## src/rtl/pipeline_hazard_ctrl_if.sv

```systemverilog
// Pipeline status in / sequencing strobes out for the hazard controller.
// master = pipeline side driving status, slave = the controller.
interface pipeline_hazard_ctrl_if #(
   parameter int CNT_W = 16
);
   logic [4:0]       id_rs;
   logic [4:0]       id_rt;
   logic             id_uses_rt;
   logic             id_jump;
   logic             ex_memread;
   logic [4:0]       ex_rt;
   logic             ex_branch_taken;
   logic             mem_req;
   logic             mem_ready;
   logic             pc_write;
   logic             ifid_write;
   logic             ifid_flush;
   logic             idex_bubble;
   logic             idex_flush;
   logic             exmem_hold;
   logic             mem_timeout;
   logic [CNT_W-1:0] stall_count;

   modport master (
      output id_rs, id_rt, id_uses_rt, id_jump, ex_memread, ex_rt,
             ex_branch_taken, mem_req, mem_ready,
      input  pc_write, ifid_write, ifid_flush, idex_bubble, idex_flush,
             exmem_hold, mem_timeout, stall_count
   );

   modport slave (
      input  id_rs, id_rt, id_uses_rt, id_jump, ex_memread, ex_rt,
             ex_branch_taken, mem_req, mem_ready,
      output pc_write, ifid_write, ifid_flush, idex_bubble, idex_flush,
             exmem_hold, mem_timeout, stall_count
   );
endinterface

```

## src/rtl/pipeline_hazard_ctrl.sv

```systemverilog
// Hazard/stall controller for the five-stage pipeline: Mealy strobes for PC,
// IF/ID, ID/EX, EX/MEM from load-use, branch/jump redirects and memory waits.
module pipeline_hazard_ctrl #(
   parameter int MEM_TIMEOUT = 15,
   parameter int CNT_W       = 16
) (
   input logic                   clk,
   input logic                   reset,
   pipeline_hazard_ctrl_if.slave bus
);
   localparam int WC_W = (MEM_TIMEOUT < 1) ? 1 : $clog2(MEM_TIMEOUT + 1);
   localparam logic [WC_W-1:0] WC_MAX = WC_W'(MEM_TIMEOUT);

   typedef enum logic [1:0] {RUN, MEM_WAIT, REDIRECT} state_t;

   state_t           r_state;
   state_t           w_state_nxt;
   logic [WC_W-1:0]  r_wait_cnt;
   logic [WC_W-1:0]  w_wait_nxt;
   logic             r_mem_timeout;
   logic [CNT_W-1:0] r_stall_cnt;

   logic w_load_use, w_mem_stall, w_frozen;
   logic w_pc_write, w_ifid_write, w_ifid_flush;
   logic w_idex_bubble, w_idex_flush, w_exmem_hold;

   assign w_load_use  = bus.ex_memread && (bus.ex_rt != 5'd0) &&
                        ((bus.ex_rt == bus.id_rs) ||
                         (bus.id_uses_rt && (bus.ex_rt == bus.id_rt)));
   assign w_mem_stall = bus.mem_req && !bus.mem_ready;
   // Once waiting, only mem_ready releases the freeze; mem_req is not re-checked.
   assign w_frozen    = (r_state == MEM_WAIT) && !bus.mem_ready;

   always_comb begin
      w_state_nxt   = RUN;
      w_pc_write    = 1'b0;
      w_ifid_write  = 1'b0;
      w_ifid_flush  = 1'b0;
      w_idex_bubble = 1'b0;
      w_idex_flush  = 1'b0;
      w_exmem_hold  = 1'b0;
      if (!reset) begin
         w_state_nxt = RUN;
      end else if (w_frozen || w_mem_stall) begin
         w_exmem_hold = 1'b1;
         w_state_nxt  = MEM_WAIT;
      end else if (bus.ex_branch_taken) begin
         w_pc_write   = 1'b1;
         w_ifid_flush = 1'b1;
         w_idex_flush = 1'b1;
         w_state_nxt  = REDIRECT;
      end else if (r_state != REDIRECT && w_load_use) begin
         w_idex_bubble = 1'b1;
      end else if (r_state != REDIRECT && bus.id_jump) begin
         w_pc_write   = 1'b1;
         w_ifid_write = 1'b1;
         w_ifid_flush = 1'b1;
      end else begin
         w_pc_write   = 1'b1;
         w_ifid_write = 1'b1;
      end
   end

   always_comb begin
      w_wait_nxt = '0;
      if (w_frozen) begin
         w_wait_nxt = (r_wait_cnt == WC_MAX) ? r_wait_cnt : r_wait_cnt + 1'b1;
      end
   end

   always_ff @(posedge clk) begin
      if (!reset) begin
         r_state       <= RUN;
         r_wait_cnt    <= '0;
         r_mem_timeout <= 1'b0;
         r_stall_cnt   <= '0;
      end else begin
         r_state    <= w_state_nxt;
         r_wait_cnt <= w_wait_nxt;
         if (w_frozen && (w_wait_nxt == WC_MAX)) r_mem_timeout <= 1'b1;
         if (!w_pc_write && (r_stall_cnt != {CNT_W{1'b1}}))
            r_stall_cnt <= r_stall_cnt + 1'b1;
      end
   end

   assign bus.pc_write    = w_pc_write;
   assign bus.ifid_write  = w_ifid_write;
   assign bus.ifid_flush  = w_ifid_flush;
   assign bus.idex_bubble = w_idex_bubble;
   assign bus.idex_flush  = w_idex_flush;
   assign bus.exmem_hold  = w_exmem_hold;
   assign bus.mem_timeout = r_mem_timeout;
   assign bus.stall_count = r_stall_cnt;
endmodule

```

## src/flat_wrapper.sv

```systemverilog
// flat-port wrapper written by rule: the top's interface ports become plain ports
module pipeline_hazard_ctrl_flat 
#(
   parameter int MEM_TIMEOUT = 15,
   parameter int CNT_W       = 16
)
  (clk, reset, bus_id_rs, bus_id_rt, bus_id_uses_rt, bus_id_jump, bus_ex_memread, bus_ex_rt, bus_ex_branch_taken, bus_mem_req, bus_mem_ready, bus_pc_write, bus_ifid_write, bus_ifid_flush, bus_idex_bubble, bus_idex_flush, bus_exmem_hold, bus_mem_timeout, bus_stall_count);
  pipeline_hazard_ctrl_if #(.CNT_W(CNT_W)) bus_i ();
  input logic clk;
  input logic reset;
  input wire logic [$bits(bus_i.id_rs)-1:0] bus_id_rs;
  input wire logic [$bits(bus_i.id_rt)-1:0] bus_id_rt;
  input wire logic [$bits(bus_i.id_uses_rt)-1:0] bus_id_uses_rt;
  input wire logic [$bits(bus_i.id_jump)-1:0] bus_id_jump;
  input wire logic [$bits(bus_i.ex_memread)-1:0] bus_ex_memread;
  input wire logic [$bits(bus_i.ex_rt)-1:0] bus_ex_rt;
  input wire logic [$bits(bus_i.ex_branch_taken)-1:0] bus_ex_branch_taken;
  input wire logic [$bits(bus_i.mem_req)-1:0] bus_mem_req;
  input wire logic [$bits(bus_i.mem_ready)-1:0] bus_mem_ready;
  output wire logic [$bits(bus_i.pc_write)-1:0] bus_pc_write;
  output wire logic [$bits(bus_i.ifid_write)-1:0] bus_ifid_write;
  output wire logic [$bits(bus_i.ifid_flush)-1:0] bus_ifid_flush;
  output wire logic [$bits(bus_i.idex_bubble)-1:0] bus_idex_bubble;
  output wire logic [$bits(bus_i.idex_flush)-1:0] bus_idex_flush;
  output wire logic [$bits(bus_i.exmem_hold)-1:0] bus_exmem_hold;
  output wire logic [$bits(bus_i.mem_timeout)-1:0] bus_mem_timeout;
  output wire logic [$bits(bus_i.stall_count)-1:0] bus_stall_count;
  assign bus_i.id_rs = bus_id_rs;
  assign bus_i.id_rt = bus_id_rt;
  assign bus_i.id_uses_rt = bus_id_uses_rt;
  assign bus_i.id_jump = bus_id_jump;
  assign bus_i.ex_memread = bus_ex_memread;
  assign bus_i.ex_rt = bus_ex_rt;
  assign bus_i.ex_branch_taken = bus_ex_branch_taken;
  assign bus_i.mem_req = bus_mem_req;
  assign bus_i.mem_ready = bus_mem_ready;
  assign bus_pc_write = bus_i.pc_write;
  assign bus_ifid_write = bus_i.ifid_write;
  assign bus_ifid_flush = bus_i.ifid_flush;
  assign bus_idex_bubble = bus_i.idex_bubble;
  assign bus_idex_flush = bus_i.idex_flush;
  assign bus_exmem_hold = bus_i.exmem_hold;
  assign bus_mem_timeout = bus_i.mem_timeout;
  assign bus_stall_count = bus_i.stall_count;
  pipeline_hazard_ctrl #(.MEM_TIMEOUT(MEM_TIMEOUT), .CNT_W(CNT_W)) u_core (.clk(clk), .reset(reset), .bus(bus_i));
endmodule
```

## config.mk

```make
export PLATFORM = sky130hd
export DESIGN_NAME = pipeline_hazard_ctrl_flat
export DESIGN_NICKNAME = d
export VERILOG_FILES = /design/src/rtl/pipeline_hazard_ctrl_if.sv /design/src/rtl/pipeline_hazard_ctrl.sv /design/src/flat_wrapper.sv
export SDC_FILE = /design/constraint.sdc
export NUM_CORES = 1
export LEC_CHECK = 0
export BUFFER_PORTS_ARGS = -buffer_cell sky130_fd_sc_hd__buf_4
export CORE_MARGIN = 1.5
export CORE_UTILIZATION = 53
export CTS_CLUSTER_DIAMETER = 120
export CTS_CLUSTER_SIZE = 14
export DETAILED_ROUTE_END_ITERATION = 12
export GPL_ROUTABILITY_DRIVEN = 0
export GPL_TIMING_DRIVEN = 0
export PLACE_DENSITY = 0.95
export SYNTH_ARGS = -nofsm -noshare
export SYNTH_HDL_FRONTEND = slang
export SYNTH_SLANG_ARGS = --single-unit
```

## constraint.sdc

```tcl
create_clock -name clk -period 2.8 [get_ports clk]
set_input_delay 0.14 -clock clk [delete_from_list [all_inputs] [get_ports clk]]
set_output_delay 0.14 -clock clk [all_outputs]
set_load 0.05 [all_outputs]
```

==> results of run 1 <==
==> layer usage <==
| metal | up-vias | GRT usage [%] | share of wire, % |
|---|---|---|---|
| met5 | - | 0 | 0 |
| met4 | 0 | 12.0 | 1.6 |
| met3 | 5 | 4.24 | 5.7 |
| met2 | 52 | 45.8 | 52 |
| met1 | 672 | 28.3 | 41 |
| li1 | 707 | - | - |
==> worst paths after layout <==
path                                   from                   endpoint  slack, ns  depth (start not counted)
setup reg to reg  u_core.bus.stall_count[3]  u_core.bus.stall_count[0]       0.47                          8
hold reg to reg      u_core.bus.mem_timeout     u_core.bus.mem_timeout       0.51                          1
setup / recovery  u_core.bus.stall_count[3]  u_core.bus.stall_count[0]       0.47                          8
hold / removal                bus_mem_ready          u_core.r_state[0]       0.02                          2
==> registers in the layout (all words and copies together) (netlist names) <==
name	flops
u_core.bus.stall_count	16
u_core.r_wait_cnt	4
u_core.bus.mem_timeout	1
u_core.r_state	2
==> worst max-delay path, cell delays in order, from the launching register on <==
cell	delay [ns]
dfxtp_1	0.35
clkbuf_1	0.30
and3_1	0.22
clkbuf_1	0.26
and4_1	0.25
clkbuf_1	0.31
buf_2	0.29
o21ai_0	0.12
a21oi_1	0.14
==> placed cells by master, fill, tap and decap left out, types with 2 or more instances in the layout <==
cell type and instances:
clkbuf_1 7, and4_1 2, o31ai_1 9, nand3_1 11, nand2b_1 4, buf_4 45, buf_2 2, xnor2_1 2
a21oi_1 13, inv_1 3, xor2_1 9, and3_1 7, ha_1 2, or4_1 10, nor3_1 6, or3_1 2
dfxtp_1 23, mux2i_1 4, o21ai_0 5, nand4_1 5, a31oi_1 2, nand2_1 9, nor2_1 10, clkbuf_4 3
==> kinds of logic (layout without fill, tap and decap cells) <==
| logic type | count (synthesis) | count (layout) | synth area share, % |
|---|---|---|---|
| xor+xnor | 11 | 11 | 7.23 |
| buf+inv | 13 | 62 | 4.41 |
| fa+ha+maj | 2 | 2 | 1.88 |
| mux | 4 | 4 | 3.00 |
| flops | 23 | 23 | 34.6 |
| compound gates | 36 | 36 | 18.1 |
| simple gates | 72 | 72 | 30.8 |
==> stage by stage <==
stage / cell area, sq um / utilization (%)
2_1_floorplan: 1330 / -
3_3_place_gp: 1710 / 74.2
3_5_place_dp: 1710 / 74.2
4_1_cts: 1730 / 75.4
5_1_grt: 1730 / 75.4
6_report: 1730 / 75.4
==> report_power, final <==
group          total [mW]  leakage [nW]  internal, mW  switching, mW
sequential          0.337         0.186         0.332        0.00460
clock               0.155        0.0150        0.0558         0.0988
combinational       0.127         0.524        0.0518         0.0753
total               0.618         0.725         0.440          0.179
==> area by class of cell <==
class	instances	area [sq um]	share of cell area (%)
Buffer	9	43.8	2.53
Multi-Input combinational cell	125	813	47.0
Tap cell	28	35.0	2.02
Inverter	4	15.0	0.867
Timing Repair Buffer	45	338	19.5
Clock buffer	4	26.3	1.52
Sequential cell	23	460	26.6
==> summary.txt, run 1 <==
Outcome
  – Outcome: finished clean

Route
  – Vias per cell: 6.03
  – Final WL: 3.34 mm
  – Pre-Repair DR Iteration Count: 4
  – DR vias: 1,436
  – Routed length per instance: 14.0 um
  – DRC Markers: 0
  – Iteration-0 DRC Markers: 47
  – Antenna viol nets, final: 0

Timing
  – Final period utilization: 83.2%
  – Setup TNS: 0 ns
  – F_max: 429 MHz
  – Final Skew: 0.00790 ns
  – Minimum clock period: 2.33 ns
  – Worst hold slack: 0.0164 ns
  – Fin worst setup slack: 0.471 ns
  – Endpoints failing hold: 0
  – Slew margin rel.: 71.2%
  – Final Max Slew Viols: 0
  – Worst-margin pin slew: 0.432 ns
  – RSZ-0062 raised after global routing: no
  – Setup violators final: 0

Clock network
  – Clock sink total: 23
  – CTS Root Cell: clkbuf_4
  – Number of CTS-inserted buffers: 3
  – Setup Fix Bufs, Post-CTS: 0
  – H-tree depth: 1
  – CTS tree: yes
  – Clock slew at reported path FFs: 0.12 ns
  – # resized after CTS: 0
  – CTS Buffer Depth: 2
  – Hold_buf cts: 0
  – Clock Latency Late Sink: 0.32 ns

Yosys
  – Warnings from Yosys: 0
  – Leading area contributor after synthesis: dfxtp_1
  – Synthesized area per cell: 8.28 sq um
  – Gate Count Post-Synth: 161
  – Post-synthesis register bit count: 23
  – Synth unique cells: 37
  – Post-synth ARST share: 0%
  – Top-area cell type share of the netlist area: 34.6%
  – Number of synthesized flops with an enable pin: 0
  – Top_reg_cell synth: dfxtp_1
  – Top cells by area, synth: dfxtp_1 35%, xor2_1 5.9%, or4_1 5.6%, o31ai_1 5.1%, a21oi_1 4.9%
  – Most common cell in the netlist: dfxtp_1
  – Top cells by count, synth: 23 x dfxtp_1, 13 x a21oi_1, 11 x nand3_1
  – Post-synthesis sequential area ratio: 34.6%
  – Post-Syn Area: 1330 sq um
  – Syn nets: 186

Critical path
  – Critical Path End Type: register
  – Crit path DAT: 2.58 ns
  – Crit path max fanout: 10
  – WP data required: 3.05 ns
  – Critical path class: register to register
  – Worst setup SP type: register

Power
  – Leakage power: 0.725 nW
  – PwrDens: 357 nW/um^2
  – Worst vdd ir: 0.258 mV
  – Tot Pwr: 618 uW

Layout
  – Area growth from synthesis to layout: 30.0%
  – Non-Filler Instances: 238
  – Antenna Cells: 0
  – Layout cells sized above 1: 26.2%
  – Layout filler cell count: 175
  – # nets final: 236

Global route
  – Wire length of the first global-routing pass: 5.22 mm
  – Total GRT Usage: 25.3%
  – Initial antenna violation count: 0
  – Largest net degree at the start of global routing: 13
  – Vias in the first global route: 1,285
  – GR Overflow Total: 0

Hold path
  – Min-delay worst type: input pin to register

Floorplan
  – Die Width: 53.1 um
  – Starting Density: 58.0%
  – CORE AREA: 2300 sq um
  – Die Area: 2820 sq um
  – Io pins: 46
  – Row cnt: 17
  – Die H: 53.1 um

Place
  – I/O Buffers: 45
  – Place WS: 0.437 ns
  – Total placed cells including tap cells: 234
  – Hpwl dp: 2.61 mm

Run
  – Max Cap Violations: 0
(Power assumes the default switching activity.)
==> run 2: changes to the inputs <==
--- a/config.mk
+++ b/config.mk
@@ -6,14 +6,15 @@
 export NUM_CORES = 1
 export LEC_CHECK = 0
 export BUFFER_PORTS_ARGS = -buffer_cell sky130_fd_sc_hd__buf_4
+export CORE_ASPECT_RATIO = 0.5
 export CORE_MARGIN = 1.5
-export CORE_UTILIZATION = 53
+export CORE_UTILIZATION = 44
 export CTS_CLUSTER_DIAMETER = 120
 export CTS_CLUSTER_SIZE = 14
 export DETAILED_ROUTE_END_ITERATION = 12
 export GPL_ROUTABILITY_DRIVEN = 0
 export GPL_TIMING_DRIVEN = 0
-export PLACE_DENSITY = 0.95
+export PLACE_DENSITY = 0.85
 export SYNTH_ARGS = -nofsm -noshare
 export SYNTH_HDL_FRONTEND = slang
 export SYNTH_SLANG_ARGS = --single-unit
==> constraint.sdc (replaced) <==
create_clock -name clk -period 2 [get_ports clk]
set_input_delay 0.1 -clock clk [delete_from_list [all_inputs] [get_ports clk]]
set_output_delay 0.1 -clock clk [all_outputs]
set_load 0.05 [all_outputs]
==> summary.txt, run 2 (synthesis results as in run 1) <==
Floorplan
  – CORE AREA: 2730 sq um
  – Die H: 41.9 um
  – Io pins: 46
  – Die Area: 3390 sq um
  – Die Width: 80.8 um
  – Starting Density: 48.8%
  – Row cnt: 13

Layout
  – Antenna Cells: 0
  – Final instance area: 2040 sq um
  – Most frequent cells in the layout: 43 x buf_4, 14 x dfxtp_1, 11 x nand3_1
  – Final core utilization: 74.7%
  – Area growth from synthesis to layout: 53.2%
  – Layout cells sized above 1: 47.2%
  – Non-Filler Instances: 253
  – Leading cell type in the layout, fill and taps excluded: buf_4
  – Max reg flops: 16
  – # nets final: 242

Critical path
  – Crit path DAT: 2.19 ns
  – WP data required: 2.21 ns
  – Crit path largest cell delay: 0.51 ns
  – Crit path max-delay cell type: or4_4
  – Critical Path End Type: register
  – Critical path class: register to register
  – Crit path max fanout: 10
  – Worst setup SP type: register
  – CP Cell Sequence: and4_4, and3_4, and3_4, and4_4, buf_8, or4_4, a21oi_2

Place
  – I/O Buffers: 45
  – Hpwl dp: 2.61 mm
  – Area after DPL: 1750 sq um
  – Place WS: -0.254 ns
  – Total placed cells including tap cells: 243

Global route
  – GR Overflow Total: 0
  – Wire length of the first global-routing pass: 5.49 mm
  – Total GRT Usage: 20.7%
  – Largest net degree at the start of global routing: 13
  – Initial antenna violation count: 0
  – Vias in the first global route: 1,293

Route
  – Final WL: 4.07 mm
  – Iteration-0 DRC Markers: 144
  – Vias per cell: 6.04
  – DRC Markers: 0
  – Antenna viol nets, final: 0
  – DR vias: 1,527
  – Routed length per instance: 16.1 um
  – Pre-Repair DR Iteration Count: 4

Clock network
  – H-tree depth: 1
  – Number of CTS-inserted buffers: 3
  – Clock Latency Late Sink: 0.28 ns
  – CTS Buffer Depth: 2
  – CTS tree: yes
  – Clock slew at reported path FFs: 0.09 ns
  – Clock sink total: 23
  – CTS Root Cell: clkbuf_8

Run
  – Max Cap Violations: 0

Power
  – Leakage power: 0.825 nW
  – Int Power: 704 uW
  – Logic pwr share: 22.4%
  – Clk pwr share: 30.6%
  – Sw power: 287 uW
  – Tot Pwr: 991 uW
  – Reg power frac: 47.1%
  – Switching Share: 28.9%
  – PwrDens: 485 nW/um^2
  – Worst vdd ir: 0.344 mV

Timing
  – Worst hold slack: 0.0437 ns
  – Fin worst setup slack: 0.0233 ns
  – F_max: 506 MHz
  – Slew margin rel.: 58.8%
  – Worst-margin pin slew: 0.617 ns
  – Final Max Slew Viols: 0
  – Setup violators final: 0
  – Setup TNS: 0 ns
  – Minimum clock period: 1.98 ns
  – Final Skew: 0.0119 ns
  – Final period utilization: 98.8%
  – RSZ-0062 raised after global routing: yes
  – Endpoints failing hold: 0

Hold path
  – Min-delay worst type: input pin to register

Outcome
  – Outcome: finished clean
[run 2: cell count changes in the layout (fill, tap and decap cells not counted), moves of 6 or more]
cell     change
o31ai_1      -8
or4_1        -6
or4_4        +6
a21oi_1      -6
dfxtp_1      -9
a21oi_2      +6
o31ai_2      +8
buf_6        +8
[run 2: metal layers]
layer	track usage, %	wire length (um)	up-vias
met4	6.90	77	0
met3	4.62	256	10
li1	-	-	714
met1	24.7	1600	729
met5	0	0	-
met2	36.5	2130	74
[run 2: power groups by stage]
| stage | Combinational, mW | Clock [mW] | Sequential (mW) |
|---|---|---|---|
| floorplan | 0.0879 | 0 | 0.491 |
| global placement | 0.173 | 0 | 0.476 |
| detailed placement | 0.177 | 0 | 0.477 |
| CTS | 0.179 | 0.299 | 0.466 |
| global route | 0.234 | 0.322 | 0.467 |
| finish | 0.222 | 0.303 | 0.466 |
[run 2: area by class of cell]
class                   instances  area (sq um)
well taps                      37          46.3
plain buffers                   8          68.8
repair buffers                 52           442
multi-input cells             125           943
fillers                       187           691
inverters                       4          15.0
flip-flops and latches         23           482
clock buffers                   4          45.0
[run 2: timing repair]
| action | 4_1_cts | 5_1_grt |
|---|---|---|
| pin swaps | 0 | 22 |
| buffers inserted | 0 | 6 |
| endpoints found under the setup margin | 11 | 13 |
| cloned | 0 | 1 |
| hold buffers | 0 | 0 |
| gates resized for setup | 5 | 41 |
[run 2: path summary, 6_finish.rpt]
path,end,slack [ns],from,cells after the start
worst max-delay path,u_core.bus.stall_count[8],0.02,u_core.bus.stall_count[7],7
worst min-delay path,u_core.r_state[0],0.04,bus_mem_ready,2
worst max register to register,u_core.bus.stall_count[8],0.02,u_core.bus.stall_count[7],7
worst min register to register,u_core.bus.stall_count[9],0.50,u_core.bus.stall_count[9],2
[run 2: worst max-delay path: cells and delay by family (launching register included)]
kind	cells	cell delay, ns
DFF	1	0.37
AOI/OAI and AO/OA	1	0.13
buffers and inverters	1	0.14
and+or+nand+nor	5	1.28
==> run 3: changes to the inputs <==
--- a/config.mk
+++ b/config.mk
@@ -5,16 +5,15 @@
 export SDC_FILE = /design/constraint.sdc
 export NUM_CORES = 1
 export LEC_CHECK = 0
-export BUFFER_PORTS_ARGS = -buffer_cell sky130_fd_sc_hd__buf_4
-export CORE_ASPECT_RATIO = 0.5
 export CORE_MARGIN = 1.5
-export CORE_UTILIZATION = 44
+export CORE_UTILIZATION = 55
 export CTS_CLUSTER_DIAMETER = 120
 export CTS_CLUSTER_SIZE = 14
 export DETAILED_ROUTE_END_ITERATION = 12
+export DONT_BUFFER_PORTS = 1
 export GPL_ROUTABILITY_DRIVEN = 0
 export GPL_TIMING_DRIVEN = 0
-export PLACE_DENSITY = 0.85
+export PLACE_DENSITY = 0.84
 export SYNTH_ARGS = -nofsm -noshare
 export SYNTH_HDL_FRONTEND = slang
 export SYNTH_SLANG_ARGS = --single-unit
==> summary.txt, run 3 (synthesis results as in run 1) <==
Outcome
  – Outcome: finished, violations left
  – Failing checks: setup timing

Layout
  – Final instance area: 1690 sq um
  – Area growth from synthesis to layout: 27.1%
  – Antenna Cells: 0
  – Non-Filler Instances: 201
  – Final core utilization: 75.1%
  – Leading cell type in the layout, fill and taps excluded: dfxtp_1
  – # nets final: 199
  – Most frequent cells in the layout: 12 x dfxtp_1, 11 x nand3_1, 9 x xor2_1, 9 x nand2_1
  – Layout cells sized above 1: 35.8%
  – Max reg flops: 16

Clock network
  – CTS Buffer Depth: 2
  – Number of CTS-inserted buffers: 3
  – Clock sink total: 23
  – CTS tree: yes
  – Clock Latency Late Sink: 0.32 ns
  – Clock slew at reported path FFs: 0.13 ns
  – H-tree depth: 1
  – CTS Root Cell: clkbuf_4

Place
  – Place WS: -0.211 ns
  – Hpwl dp: 2.35 mm
  – Area after DPL: 1400 sq um
  – Total placed cells including tap cells: 189
  – I/O Buffers: 0

Floorplan
  – Io pins: 46
  – Die Width: 52.2 um
  – Starting Density: 59.1%
  – Die H: 52.2 um
  – CORE AREA: 2250 sq um
  – Row cnt: 17
  – Die Area: 2730 sq um

Critical path
  – WP data required: 2.26 ns
  – Crit path max fanout: 6
  – R2R setup slack: -0.07 ns
  – Crit path DAT: 2.33 ns
  – Critical path class: register to register
  – CP Cell Sequence: and4_4, and3_4, and3_4, and4_4, buf_8, or4_4, a21oi_2
  – Crit path max-delay cell type: or4_4
  – Worst setup SP type: register
  – Critical Path End Type: register
  – Crit path largest cell delay: 0.49 ns

Route
  – Final WL: 3.63 mm
  – Iteration-0 DRC Markers: 43
  – DR vias: 1,340
  – Antenna viol nets, final: 0
  – Pre-Repair DR Iteration Count: 4
  – Vias per cell: 6.67
  – Routed length per instance: 18.0 um
  – DRC Markers: 0

Power
  – Logic pwr share: 15.1%
  – PwrDens: 493 nW/um^2
  – Clk pwr share: 27.1%
  – Switching Share: 30.5%
  – Leakage power: 0.595 nW
  – Tot Pwr: 834 uW
  – Sw power: 255 uW
  – Worst vdd ir: 0.399 mV
  – Int Power: 580 uW
  – Reg power frac: 57.8%

Global route
  – Wire length of the first global-routing pass: 5.28 mm
  – Largest net degree at the start of global routing: 14
  – Initial antenna violation count: 0
  – GR Overflow Total: 0
  – Total GRT Usage: 25.4%
  – Vias in the first global route: 1,231

Timing
  – Setup violators final: 5
  – Final Skew: 0.00140 ns
  – Final Max Slew Viols: 0
  – Setup TNS: -0.164 ns
  – Endpoints failing hold: 0
  – F_max: 483 MHz
  – Final period utilization: 104%
  – Worst-margin pin slew: 0.822 ns
  – RSZ-0062 raised after global routing: yes
  – Worst hold slack: 0.00463 ns
  – Slew margin rel.: 44.9%
  – Minimum clock period: 2.07 ns
  – Fin worst setup slack: -0.0703 ns

Hold path
  – Min-delay worst type: input pin to register

Run
  – Max Cap Violations: 0
-- run 3: cell count changes in the layout (fill, tap and decap cells not counted), moves of 3 or more --
cell and change:
clkbuf_4 +3, buf_4 -41, dfxtp_4 +3, clkbuf_8 -3
dlygate4sd3_1 +3, o21ai_0 -3, buf_6 -5
-- run 3: worst paths after layout --
| check | start | to | cells past startpoint |
|---|---|---|---|
| worst min-delay path | bus_ex_branch_taken | u_core.bus.stall_count[1] | 3 |
| worst max-delay path | u_core.bus.stall_count[7] | u_core.bus.stall_count[13] | 7 |
| worst max register to register | u_core.bus.stall_count[7] | u_core.bus.stall_count[13] | 7 |
| worst min register to register | u_core.r_wait_cnt[3] | u_core.r_wait_cnt[2] | 2 |
-- run 3: area by class of cell --
| cell class | instances | area, sq um |
|---|---|---|
| multi-input combinational | 125 | 948 |
| sequential | 23 | 492 |
| fill | 156 | 561 |
| clock buffer | 3 | 22.5 |
| timing repair buffer | 9 | 108 |
| inverter | 4 | 15.0 |
| tap | 28 | 35.0 |
| clock inverter | 1 | 5.00 |
| buffer | 8 | 68.8 |
-- run 3: critical path, delay by kind of cell, from the launching register on --
family / cells / cell delay [ns]
AOI/OAI and AO/OA: 1 / 0.15
buffers and inverters: 1 / 0.14
and+or+nand+nor: 5 / 1.28
DFF: 1 / 0.44
-- run 3: routing by layer --
metal	track usage (%)	vias up	part of all wire, %
li1	-	632	-
met1	30.1	646	39
met2	46.2	57	54
met3	4.00	5	5.9
met4	8.55	0	0.85
met5	0	-	0
-- run 3: what timing repair did --
action                                  CTS  global route
hold buffers                              2             1
hold endpoints to repair                  2             1
pin swaps                                 7            13
resized for setup                        21            30
gates cloned                              1             1
endpoints found under the setup margin   18            17
setup buffers                             2             2
-- run 3: power by group through the flow --
stage	logic, mW	clock network (mW)	registers (mW)
CTS	0.110	0.222	0.481
floorplan	0.0879	0	0.491
global placement	0.0985	0	0.493
finish	0.126	0.226	0.483
global route	0.135	0.235	0.483
detailed placement	0.102	0	0.493
